### config.mk
export PLATFORM = sky130hd
export DESIGN_NAME = div_clk_monitor
export DESIGN_NICKNAME = d
export VERILOG_FILES = /design/src/rtl/div_clk_monitor.sv
export SDC_FILE = /design/constraint.sdc
export NUM_CORES = 1
export LEC_CHECK = 0
export BUFFER_PORTS_ARGS = -buffer_cell sky130_fd_sc_hd__buf_2
export CORE_MARGIN = 2
export CORE_UTILIZATION = 40
export DETAILED_ROUTE_END_ITERATION = 7
export HOLD_SLACK_MARGIN = 0.08
export PLACE_DENSITY = 0.65
export SYNTH_ARGS = -nofsm -noshare
export SYNTH_HDL_FRONTEND = slang
export SYNTH_SLANG_ARGS = --single-unit
### constraint.sdc
create_clock -name clk_i -period 2.34 [get_ports clk_i]
set_input_delay 0.468 -clock clk_i [delete_from_list [all_inputs] [get_ports clk_i]]
set_output_delay 0.468 -clock clk_i [all_outputs]
set_load 0.01 [all_outputs]
### src/rtl/div_clk_monitor.sv
// Fast-domain receiver for a divided clock: synchronizes it, emits edge strobes,
// measures half-periods and tracks lock, flagging and counting each loss of lock.
`timescale 1ns/1ps

module div_clk_monitor #(
    parameter int HALF_PERIOD = 3,
    parameter int TOL         = 0,
    parameter int LOCK_COUNT  = 4,
    parameter int CNT_W       = 8
) (
    input  logic             clk_i,
    input  logic             reset_ni,
    input  logic             div_clk_i,
    input  logic             clear_i,
    output logic             rise_o,
    output logic             fall_o,
    output logic             locked_o,
    output logic             err_o,
    output logic [CNT_W-1:0] period_o,
    output logic [CNT_W-1:0] err_cnt_o
);

    localparam int MATCH_W = $clog2(LOCK_COUNT + 1);

    localparam logic [1:0] ST_IDLE    = 2'd0;
    localparam logic [1:0] ST_ACQUIRE = 2'd1;
    localparam logic [1:0] ST_LOCKED  = 2'd2;

    localparam logic [CNT_W-1:0]   CNT_MAX     = '1;
    localparam logic [CNT_W-1:0]   TIMEOUT_VAL = CNT_W'(HALF_PERIOD + TOL + 1);
    localparam logic [MATCH_W-1:0] MATCH_LAST  = MATCH_W'(LOCK_COUNT);
    localparam logic signed [CNT_W:0] HP_S  = (CNT_W+1)'(HALF_PERIOD);
    localparam logic signed [CNT_W:0] TOL_S = (CNT_W+1)'(TOL);

    logic               s1_reg, s2_reg, s3_reg;
    logic               rise_reg, fall_reg, err_reg;
    logic [CNT_W-1:0]   hp_cnt_reg, period_reg, err_cnt_reg;
    logic [1:0]         state_reg, state_next;
    logic [MATCH_W-1:0] match_reg, match_next;
    logic               err_next;

    logic               edge_det;
    logic               good;
    logic               timeout;
    logic signed [CNT_W:0] diff;

    assign edge_det = s2_reg ^ s3_reg;

    // Signed difference so a short half-period compares correctly against -TOL.
    assign diff    = $signed({1'b0, hp_cnt_reg}) - HP_S;
    assign good    = (diff <= TOL_S) && (diff >= -TOL_S);
    assign timeout = (state_reg != ST_IDLE) && !edge_det && (hp_cnt_reg == TIMEOUT_VAL);

    always_comb begin
        state_next = state_reg;
        match_next = match_reg;
        err_next   = 1'b0;
        case (state_reg)
            ST_IDLE: begin
                if (edge_det) begin
                    state_next = ST_ACQUIRE;
                    match_next = '0;
                end
            end
            ST_ACQUIRE: begin
                if (edge_det && good) begin
                    if (match_reg + 1'b1 == MATCH_LAST) begin
                        state_next = ST_LOCKED;
                        match_next = '0;
                    end else begin
                        match_next = match_reg + 1'b1;
                    end
                end else if (edge_det || timeout) begin
                    match_next = '0;
                end
            end
            ST_LOCKED: begin
                if ((edge_det && !good) || timeout) begin
                    state_next = ST_ACQUIRE;
                    match_next = '0;
                    err_next   = 1'b1;
                end
            end
            default: begin
                state_next = ST_IDLE;
                match_next = '0;
            end
        endcase
    end

    always_ff @(posedge clk_i or negedge reset_ni) begin
        if (!reset_ni) begin
            s1_reg      <= 1'b0;
            s2_reg      <= 1'b0;
            s3_reg      <= 1'b0;
            rise_reg    <= 1'b0;
            fall_reg    <= 1'b0;
            err_reg     <= 1'b0;
            hp_cnt_reg  <= '0;
            period_reg  <= '0;
            err_cnt_reg <= '0;
            state_reg   <= ST_IDLE;
            match_reg   <= '0;
        end else begin
            s1_reg    <= div_clk_i;
            s2_reg    <= s1_reg;
            s3_reg    <= s2_reg;
            rise_reg  <= s2_reg & ~s3_reg;
            fall_reg  <= ~s2_reg & s3_reg;
            err_reg   <= err_next;
            state_reg <= state_next;
            match_reg <= match_next;

            if (edge_det) begin
                hp_cnt_reg <= CNT_W'(1);
            end else if (hp_cnt_reg != CNT_MAX) begin
                hp_cnt_reg <= hp_cnt_reg + 1'b1;
            end

            // The first edge after reset has no preceding edge to measure from.
            if (edge_det && state_reg != ST_IDLE) begin
                period_reg <= hp_cnt_reg;
            end

            // Counts the registered strobe, so a clear in the strobe cycle still keeps it.
            if (clear_i) begin
                err_cnt_reg <= {{(CNT_W-1){1'b0}}, err_reg};
            end else if (err_reg && err_cnt_reg != CNT_MAX) begin
                err_cnt_reg <= err_cnt_reg + 1'b1;
            end
        end
    end

    assign rise_o    = rise_reg;
    assign fall_o    = fall_reg;
    assign err_o     = err_reg;
    assign locked_o  = (state_reg == ST_LOCKED);
    assign period_o  = period_reg;
    assign err_cnt_o = err_cnt_reg;

endmodule

==> results by group, run 1 <==
Worst setup path
  • Critical-path cell list: ha_1 -> nand2_2 -> a211oi_2 -> o2111ai_2 -> or4_1 -> o21ai_1
  • Top delay family on crit path: simple AND/OR/NAND/NOR gates
  • CP arrival: 2.22 ns
  • CP Class: reg -> reg
  • Startpoint Class: register
  • Required time worst endpoint: 2.55 ns
  • CP peak stage delay: 0.53 ns
  • CP Max Fanout: 7
  • Bufs and invs on worst path: 0
  • Setup crit end kind: register
  • Slowest-stage cell, CP: or4_1

Logic synthesis
  • Most instantiated cells after synthesis: dfrtp_1 (35), nand2_1 (15), nor2_1 (15)
  • Leading area contributor after synthesis: dfrtp_1
  • Most common cell in the synthesized netlist: dfrtp_1
  • Syn Std Cell Area: 1700 um2
  • Async set or reset register ratio after synthesis: 100%
  • Post-Synthesis Cells: 164
  • Ranking of synthesized cells by area: dfrtp_1 (52%), ha_1 (5.9%), o21ai_0 (4.1%)
  • Yosys warns: 0
  • Sequential share of the synthesized area: 51.5%
  • Syn_area_per_cell: 10.4 um2
  • Post-synth top area share: 51.5%
  • Net Count, Synth: 176
  • Synth cell types: 39
  • #FFs+latches synth: 35
  • Post-synth EDFFs: 0
  • Most used DFF post-synth: dfrtp_1

Clocking
  • Root Buffer: clkbuf_8
  • Total clock buffers created by CTS: 5
  • Clock-pin transition on the worst setup and hold timing paths: 0.07 ns
  • Postcts setup bufs: 0
  • Clock tree buffer depth: 2
  • Hold_buf cts: 0
  • Worst skew pair latency: 0.28 ns
  • Htree depth: 2
  • Post-CTS Resized: 0
  • CTS sink cnt: 35
  • CTS tree: yes

STA
  • Final setup viols: 0
  • RSZ-0062 raised after global routing: no
  • Fin crit period: 2.01 ns
  • Post-route setup TNS: 0 ns
  • Worst-Margin Slew: 0.778 ns
  • Max Clk Rate: 0.497 GHz
  • Skew final: 0.00517 ns
  • Fin. Hold Viols: 0
  • Rel. slew slack: 48.2%
  • Max Slew Vio Count: 0
  • Tcrit/Tclk final: 86.0%

Finish
  • NumNets Final: 204
  • Area growth, synth to finish: 14.7%
  • Antenna Cells: 0
  • Filler cells: 354
  • Share of layout cells above drive strength 1: 21.5%
  • Final Cell Area: 1950 um2

Placed design
  • Placement Cell Area: 1880 um2
  • DP HPWL: 2340 um
  • PortBufs: 23
  • Gpl congestion: 0.849

Pwr
  • VDD IR-drop max: 0.000193 V
  • Tot Pwr: 0.00121 W
  • Power density over cell area: 618 nW/um2
  • Pleak: 0.976 nW

Route
  • Starting DRT DRC Count: 86
  • Via count: 1326
  • Total wire length: 3240 um
  • Routed vias/inst: 5.50
  • Routed length per instance: 13.4 um
  • Post-route ant nets: 0
  • First-pass DRT Iterations: 4
  • DRC Markers: 0

Hold path
  • HP Class: in -> async

Global route
  • Largest net degree at the start of global routing: 36
  • Number of global-route vias before repair: 1308
  • Global route overflow: 0
  • Overall routing resource usage: 14.8%
  • Initial antenna violation count: 0
  • Global-route wire length before repair: 5770 um

Floorplan
  • Std-Cell Core Area: 4060 um2
  • I/O Pins: 24
  • Number of placement rows: 23
  • Die extent in x: 69.2 um
  • Starting Density: 41.9%
  • Die height: 69.2 um
  • Total die area: 4790 um2

Job
  • Maxcap violations: 0

Outcome
  • Status: completed
## stage by stage
step                std cells  hold slack [ns]  utilization [%]  worst slack (ns)
global route              241            0.280             48.0             0.141
detailed placement        235            0.337             46.3             0.322
floorplan                 164            0.172                -             0.490
global placement          235            0.332             46.3             0.417
finish                    241            0.267             48.0             0.329
CTS                       241            0.279             48.0             0.310
## where the power goes
group	internal (W)	total (W)	switching, W
clock network	0.000198	0.000386	0.000188
logic	0.0000599	0.000149	0.0000893
registers	0.000637	0.000671	0.0000336
total	0.000895	0.00121	0.000311
## per-layer routing
layer  vias to the layer above  share of wire [%]  GRT usage [%]
li1                        640                  -              -
met1                       631                 44           18.0
met2                        46                 47           23.5
met3                         9                6.1           4.36
met4                         0                2.3           8.06
met5                         -                  0              0
## kinds of logic (layout without fill, tap and decap cells)
logic type	count (synthesis)	in the layout	share of synthesized area, %
simple gates	57	57	17.4
compound gates	38	38	14.6
flops	35	35	51.5
buf+inv	13	40	2.87
mux	9	9	5.67
fa+ha+maj	8	8	5.89
xor+xnor	4	4	2.06
## placed cells by master, fill, tap and decap left out, types with 2 or more instances in the layout
master    instances
and3_1            4
mux2i_1           4
o21a_1            2
nor3_1            2
buf_2            23
inv_1             9
nand4b_1          2
nor2_1           15
nand2b_1          3
and3_2            2
o21ai_0          14
mux2_2            5
buf_4             2
xor2_1            2
nand3_1           6
nand4_1           2
clkbuf_8          5
nand2_1          15
ha_1              8
a31oi_1           6
a21oi_1           5
xnor2_1           2
dfrtp_1          35
## final timing paths
path | startpoint | endpoint | slack (ns) | cells past startpoint
hold / removal | reset_ni | period_o[7] | 0.27 | 1
hold reg to reg | s1_reg | s2_reg | 0.35 | 0
max in group asynchronous | reset_ni | state_reg[1] | 1.58 | 1
setup reg to reg | hp_cnt_reg[0] | match_reg[0] | 0.33 | 6
min in group clk_i | div_clk_i | s1_reg | 0.29 | 1
setup / recovery | hp_cnt_reg[0] | match_reg[0] | 0.33 | 6
## layout make-up
cell class	instances	area (um2)	share of cell area (%)
sequential	35	876	44.9
clock buffer	6	72.6	3.72
multi-input combinational	116	774	39.7
tap	50	62.6	3.21
inverter	9	33.8	1.73
timing repair buffer	25	130	6.68
No activity file was read; power rests on OpenSTA's default activity.
==> inputs of run 2 (changes only) <==
--- a/config.mk
+++ b/config.mk
@@ -6,11 +6,13 @@
 export NUM_CORES = 1
 export LEC_CHECK = 0
 export BUFFER_PORTS_ARGS = -buffer_cell sky130_fd_sc_hd__buf_2
+export CAP_MARGIN = 10
 export CORE_MARGIN = 2
 export CORE_UTILIZATION = 40
 export DETAILED_ROUTE_END_ITERATION = 7
 export HOLD_SLACK_MARGIN = 0.08
 export PLACE_DENSITY = 0.65
+export REMOVE_ABC_BUFFERS = 1
 export SYNTH_ARGS = -nofsm -noshare
 export SYNTH_HDL_FRONTEND = slang
 export SYNTH_SLANG_ARGS = --single-unit
==> results by group, run 2 (synthesis results as in run 1) <==
Clocking
  • Worst skew pair latency: 0.29 ns (about the same)
  • Hold_buf cts: 0 (unchanged)
  • CTS tree: yes
  • Root Buffer: clkbuf_8
  • Htree depth: 2 (unchanged)
  • Clock-pin transition on the worst setup and hold timing paths: 0.07 ns (about the same)
  • Total clock buffers created by CTS: 5 (unchanged)
  • Clock tree buffer depth: 2 (unchanged)
  • Post-CTS Resized: 0 (unchanged)
  • Postcts setup bufs: 0 (unchanged)
  • CTS sink cnt: 35 (unchanged)

Floorplan
  • Total die area: 4790 um2 (unchanged)
  • Starting Density: 41.9% (unchanged)
  • Die extent in x: 69.2 um (unchanged)
  • Std-Cell Core Area: 4060 um2 (unchanged)
  • I/O Pins: 24 (unchanged)
  • Die height: 69.2 um (unchanged)
  • Number of placement rows: 23 (unchanged)

Route
  • Via count: 1338 (+0.90%)
  • Starting DRT DRC Count: 59 (-31%)
  • Total wire length: 3500 um (+8.0%)
  • Routed vias/inst: 5.51 (about the same)
  • DRC Markers: 0 (unchanged)
  • First-pass DRT Iterations: 5 (+1)
  • Routed length per instance: 14.4 um (+7.1%)
  • Post-route ant nets: 0 (unchanged)

Finish
  • Area growth, synth to finish: 17.4%
  • Antenna Cells: 0 (unchanged)
  • Most frequent cells in the layout: dfrtp_1 (35), buf_2 (23), nand2_1 (15), nor2_1 (15), o21ai_0 (14)
  • Share of layout cells above drive strength 1: 22.8% (+1.3 points)
  • Most common cell after layout, fill and taps aside: dfrtp_1
  • NumNets Final: 204 (unchanged)
  • Multi-input gate area: 774 um2 (unchanged)
  • Reg area: 876 um2 (unchanged)
  • Filler cells: 372 (+5.1%)

Hold path
  • HP Class: in -> async

Worst setup path
  • CP peak stage delay: 0.54 ns (about the same)
  • CP arrival: 2.31 ns (+0.09 ns)
  • Top delay family on crit path: simple AND/OR/NAND/NOR gates
  • Required time worst endpoint: 2.56 ns (about the same)
  • CP Max Fanout: 7 (unchanged)
  • CP Class: reg -> reg
  • Critical-path cell list: ha_1 -> nand2_2 -> a211oi_2 -> o2111ai_2 -> or4_1 -> o21ai_1
  • Setup crit end kind: register
  • Slowest-stage cell, CP: or4_1
  • Startpoint Class: register
  • Bufs and invs on worst path: 0 (unchanged)
  • Worst R2R Setup Slack: 0.25 ns (-0.08 ns)

Outcome
  • Status: completed

Job
  • Maxcap violations: 0 (unchanged)

STA
  • Max Clk Rate: 0.479 GHz (-3.7%)
  • Fin crit period: 2.09 ns (+0.0770 ns)
  • Max Slew Vio Count: 0 (unchanged)
  • Skew final: 0.00683 ns (+0.00167 ns)
  • Worst Slack Setup Final: 0.252 ns (-0.0770 ns)
  • Fin. Hold Viols: 0 (unchanged)
  • Final setup viols: 0 (unchanged)
  • RSZ-0062 raised after global routing: no
  • Tcrit/Tclk final: 89.2% (+3.3 points)
  • Worst-Margin Slew: 1.03 ns (+0.254 ns)
  • Rel. slew slack: 30.5% (-18 points)
  • WHS: 0.248 ns (-0.0191 ns)
  • Post-route setup TNS: 0 ns (unchanged)

Placed design
  • Gpl congestion: 0.765 (-9.9%)
  • PortBufs: 23 (unchanged)
  • DP HPWL: 2420 um (+3.2%)
  • Dpl ws: 0.333 ns (+0.0111 ns)

Pwr
  • VDD IR-drop max: 0.000331 V (+72%)
  • Pleak: 1.00 nW (+2.5%)
  • Power density over cell area: 701 nW/um2 (+13%)

Global route
  • Number of global-route vias before repair: 1382 (+5.7%)
  • Initial antenna violation count: 0 (unchanged)
  • Largest net degree at the start of global routing: 36 (unchanged)
  • Global-route wire length before repair: 6330 um (+9.7%)
  • Overall routing resource usage: 16.5% (+1.7 points)
  • Global route overflow: 0 (unchanged)
[run 2: cell types whose count changed in the layout (fill, tap and decap cells not counted)]
cell / delta
clkinv_2: +1
clkbuf_1: -1
bufinv_16: +1
clkbuf_8: +1
[run 2: area by class of cell]
class | count | area share [%]
sequential | 35 | 43.9
multi-input combinational | 116 | 38.8
timing repair buffer | 25 | 6.52
clock buffer | 6 | 4.14
tap | 50 | 3.14
clock inverter | 2 | 1.76
inverter | 9 | 1.69
[run 2: per-layer routing]
layer	global-route usage [%]	vias to the layer above	wire length, um
met1	20.7	657	1610
met3	5.38	4	192
met5	0	-	0
li1	-	637	-
met4	9.59	0	53
met2	24.8	40	1650
[run 2: through the flow]
| stage | instances | total power (W) | utilization, % | area (um2) |
|---|---|---|---|---|
| CTS | 243 | 0.00141 | 49.2 | 1990 |
| detailed placement | 235 | 0.000837 | 46.3 | 1880 |
| global placement | 235 | 0.000826 | 46.3 | 1880 |
| finish | 243 | 0.00140 | 49.2 | 1990 |
| floorplan | 160 | 0.000768 | - | 1680 |
| global route | 243 | 0.00147 | 49.2 | 1990 |
[run 2: path summary, 6_finish.rpt]
kind                                 endpoint  depth (start not counted)           from
min in group clk_i                     s1_reg                          1      div_clk_i
worst max-delay path             match_reg[0]                          6  hp_cnt_reg[0]
worst min-delay path                   s3_reg                          1       reset_ni
worst max register to register   match_reg[0]                          6  hp_cnt_reg[0]
max in group asynchronous       hp_cnt_reg[0]                          1       reset_ni
worst min register to register         s2_reg                          0         s1_reg
[run 2: power breakdown]
group	switching, W	internal [W]
clock	0.000228	0.000345
combinational	0.0000933	0.0000605
sequential	0.0000347	0.000636
total	0.000356	0.00104
==> inputs of run 3 (changes only) <==
--- a/config.mk
+++ b/config.mk
@@ -11,7 +11,6 @@
 export CORE_UTILIZATION = 40
 export DETAILED_ROUTE_END_ITERATION = 7
 export HOLD_SLACK_MARGIN = 0.08
-export PLACE_DENSITY = 0.65
 export REMOVE_ABC_BUFFERS = 1
 export SYNTH_ARGS = -nofsm -noshare
 export SYNTH_HDL_FRONTEND = slang
==> results by group, run 3 (synthesis results as in run 1) <==
Outcome
  • Status: completed

STA
  • Skew final: 0.00750 ns (+0.000664 ns)
  • Max Clk Rate: 0.495 GHz (+3.3%)
  • Worst-Margin Slew: 0.757 ns (-0.275 ns)
  • Rel. slew slack: 49.5% (+19 points)
  • Tcrit/Tclk final: 86.4% (-2.8 points)
  • Final setup viols: 0 (unchanged)
  • Fin crit period: 2.02 ns (-0.0665 ns)
  • RSZ-0062 raised after global routing: no
  • Post-route setup TNS: 0 ns (unchanged)
  • Fin. Hold Viols: 0 (unchanged)
  • Max Slew Vio Count: 0 (unchanged)
  • Worst Slack Setup Final: 0.318 ns (+0.0665 ns)

Clocking
  • Clock-pin transition on the worst setup and hold timing paths: 0.07 ns (about the same)
  • Htree depth: 2 (unchanged)
  • CTS tree: yes
  • Worst skew pair latency: 0.28 ns (about the same)
  • Postcts setup bufs: 0 (unchanged)
  • Clock tree buffer depth: 2 (unchanged)
  • Post-CTS Resized: 0 (unchanged)
  • CTS sink cnt: 35 (unchanged)
  • Hold_buf cts: 0 (unchanged)
  • Total clock buffers created by CTS: 5 (unchanged)
  • Root Buffer: clkbuf_8

Worst setup path
  • Required time worst endpoint: 2.55 ns (about the same)
  • CP arrival: 2.23 ns (-0.08 ns)
  • Path depth of the worst reg2reg path: 6 (unchanged)
  • Setup crit end kind: register
  • CP peak stage delay: 0.53 ns (about the same)
  • Startpoint Class: register
  • CP Max Fanout: 7 (unchanged)
  • CP Class: reg -> reg
  • Critical-path cell list: ha_1 -> nand2b_1 -> a21oi_1 -> o2111ai_2 -> or4_1 -> o21ai_1
  • Slowest-stage cell, CP: or4_1

Pwr
  • VDD IR-drop max: 0.000307 V (-7.2%)
  • Int Power: 0.00104 W (about the same)
  • Power density over cell area: 689 nW/um2 (-1.6%)
  • Comb pwr share: 10.9% (about the same)
  • Clock share of power: 40.3% (-0.7 points)
  • Share of power burned in registers: 48.8% (+0.8 points)
  • Net Sw Frac: 24.3% (-1.2 points)
  • Pleak: 1.00 nW (unchanged)
  • NetSw: 0.000334 W (-6.3%)

Placed design
  • PortBufs: 23 (unchanged)
  • Placement Cell Area: 1880 um2 (unchanged)
  • Dpl ws: 0.366 ns (+0.0331 ns)
  • DP HPWL: 2410 um (-0.22%)
  • Gpl congestion: 0.784 (+2.5%)
  • # placed instances: 235 (unchanged)

Finish
  • Antenna Cells: 0 (unchanged)
  • Share of layout cells above drive strength 1: 22.8% (unchanged)
  • Filler cells: 367 (-1.3%)
  • NumNets Final: 204 (unchanged)
  • Area growth, synth to finish: 17.4% (unchanged)
  • Most frequent cells in the layout: dfrtp_1 (35), buf_2 (23), nand2_1 (15), nor2_1 (15), o21ai_0 (14)
  • Final Cell Area: 1990 um2 (unchanged)
  • Non-filler cells, final: 243 (unchanged)
  • Most common cell after layout, fill and taps aside: dfrtp_1

Floorplan
  • Die extent in x: 69.2 um (unchanged)
  • Starting Density: 41.9% (unchanged)
  • I/O Pins: 24 (unchanged)
  • Die height: 69.2 um (unchanged)
  • Std-Cell Core Area: 4060 um2 (unchanged)
  • Number of placement rows: 23 (unchanged)
  • Total die area: 4790 um2 (unchanged)

Hold path
  • HP Class: in -> async

Route
  • Via count: 1304 (-2.5%)
  • Routed vias/inst: 5.37 (-2.5%)
  • DRC Markers: 0 (unchanged)
  • Routed length per instance: 13.3 um (-7.8%)
  • Total wire length: 3230 um (-7.8%)
  • Starting DRT DRC Count: 59 (unchanged)
  • First-pass DRT Iterations: 4 (-1)
  • Post-route ant nets: 0 (unchanged)

Global route
  • Largest net degree at the start of global routing: 36 (unchanged)
  • Global-route wire length before repair: 5760 um (-8.9%)
  • Overall routing resource usage: 14.9% (-1.5 points)
  • Global route overflow: 0 (unchanged)
  • Number of global-route vias before repair: 1304 (-5.6%)
  • Initial antenna violation count: 0 (unchanged)

Job
  • Maxcap violations: 0 (unchanged)
==> run 3: cell counts in the layout (fill, tap and decap cells not counted) <==
No cell type changed its count.
==> run 3: per-stage QoR <==
| stage | util, % | power [W] | hold slack [ns] |
|---|---|---|---|
| 5_1_grt | 49.2 | 0.00145 | 0.283 |
| 2_1_floorplan | - | 0.000768 | 0.172 |
| 4_1_cts | 49.2 | 0.00140 | 0.278 |
| 3_5_place_dp | 46.3 | 0.000834 | 0.339 |
| 3_3_place_gp | 46.3 | 0.000824 | 0.343 |
| 6_report | 49.2 | 0.00137 | 0.252 |
==> run 3: critical path: cells and delay by family, from the launching register on <==
| family | cells | cell delay [ns] |
|---|---|---|
| AO/OA/AOI/OAI | 3 | 0.47 |
| adder cells (fa/ha/maj) | 1 | 0.31 |
| flip-flops | 1 | 0.48 |
| AND/OR/NAND/NOR | 2 | 0.69 |
==> run 3: routing by layer <==
layer	vias up	GRT usage, %	part of all wire (%)
li1	638	-	-
met1	636	16.8	44
met2	24	25.1	49
met3	6	5.52	4.8
met4	0	6.97	1.5
met5	-	0	0
==> run 3: power groups by stage <==
stage	Combinational [W]	Clock, W	Sequential (W)
3_3_place_gp	0.000146	0	0.000678
5_1_grt	0.000169	0.000605	0.000676
6_report	0.000150	0.000554	0.000671
3_5_place_dp	0.000152	0	0.000682
4_1_cts	0.000153	0.000572	0.000671
2_1_floorplan	0.0000842	0	0.000684
==> run 3: area by class of cell <==
type	instances	area, um2	share of cell area (%)
Clock buffer	6	82.6	4.14
Clock inverter	2	35.0	1.76
Inverter	9	33.8	1.69
Multi-Input combinational cell	116	774	38.8
Sequential cell	35	876	43.9
Tap cell	50	62.6	3.14
Timing Repair Buffer	25	130	6.52
==> run 3: final timing paths <==
| path | startpoint | end | slack, ns |
|---|---|---|---|
| worst max-delay path | hp_cnt_reg[0] | match_reg[0] | 0.32 |
| worst min-delay path | reset_ni | period_o[7] | 0.25 |
| worst max register to register | hp_cnt_reg[0] | match_reg[0] | 0.32 |
| worst min register to register | s1_reg | s2_reg | 0.35 |
| max in group asynchronous | reset_ni | match_reg[1] | 1.60 |
| min in group clk_i | div_clk_i | s1_reg | 0.30 |
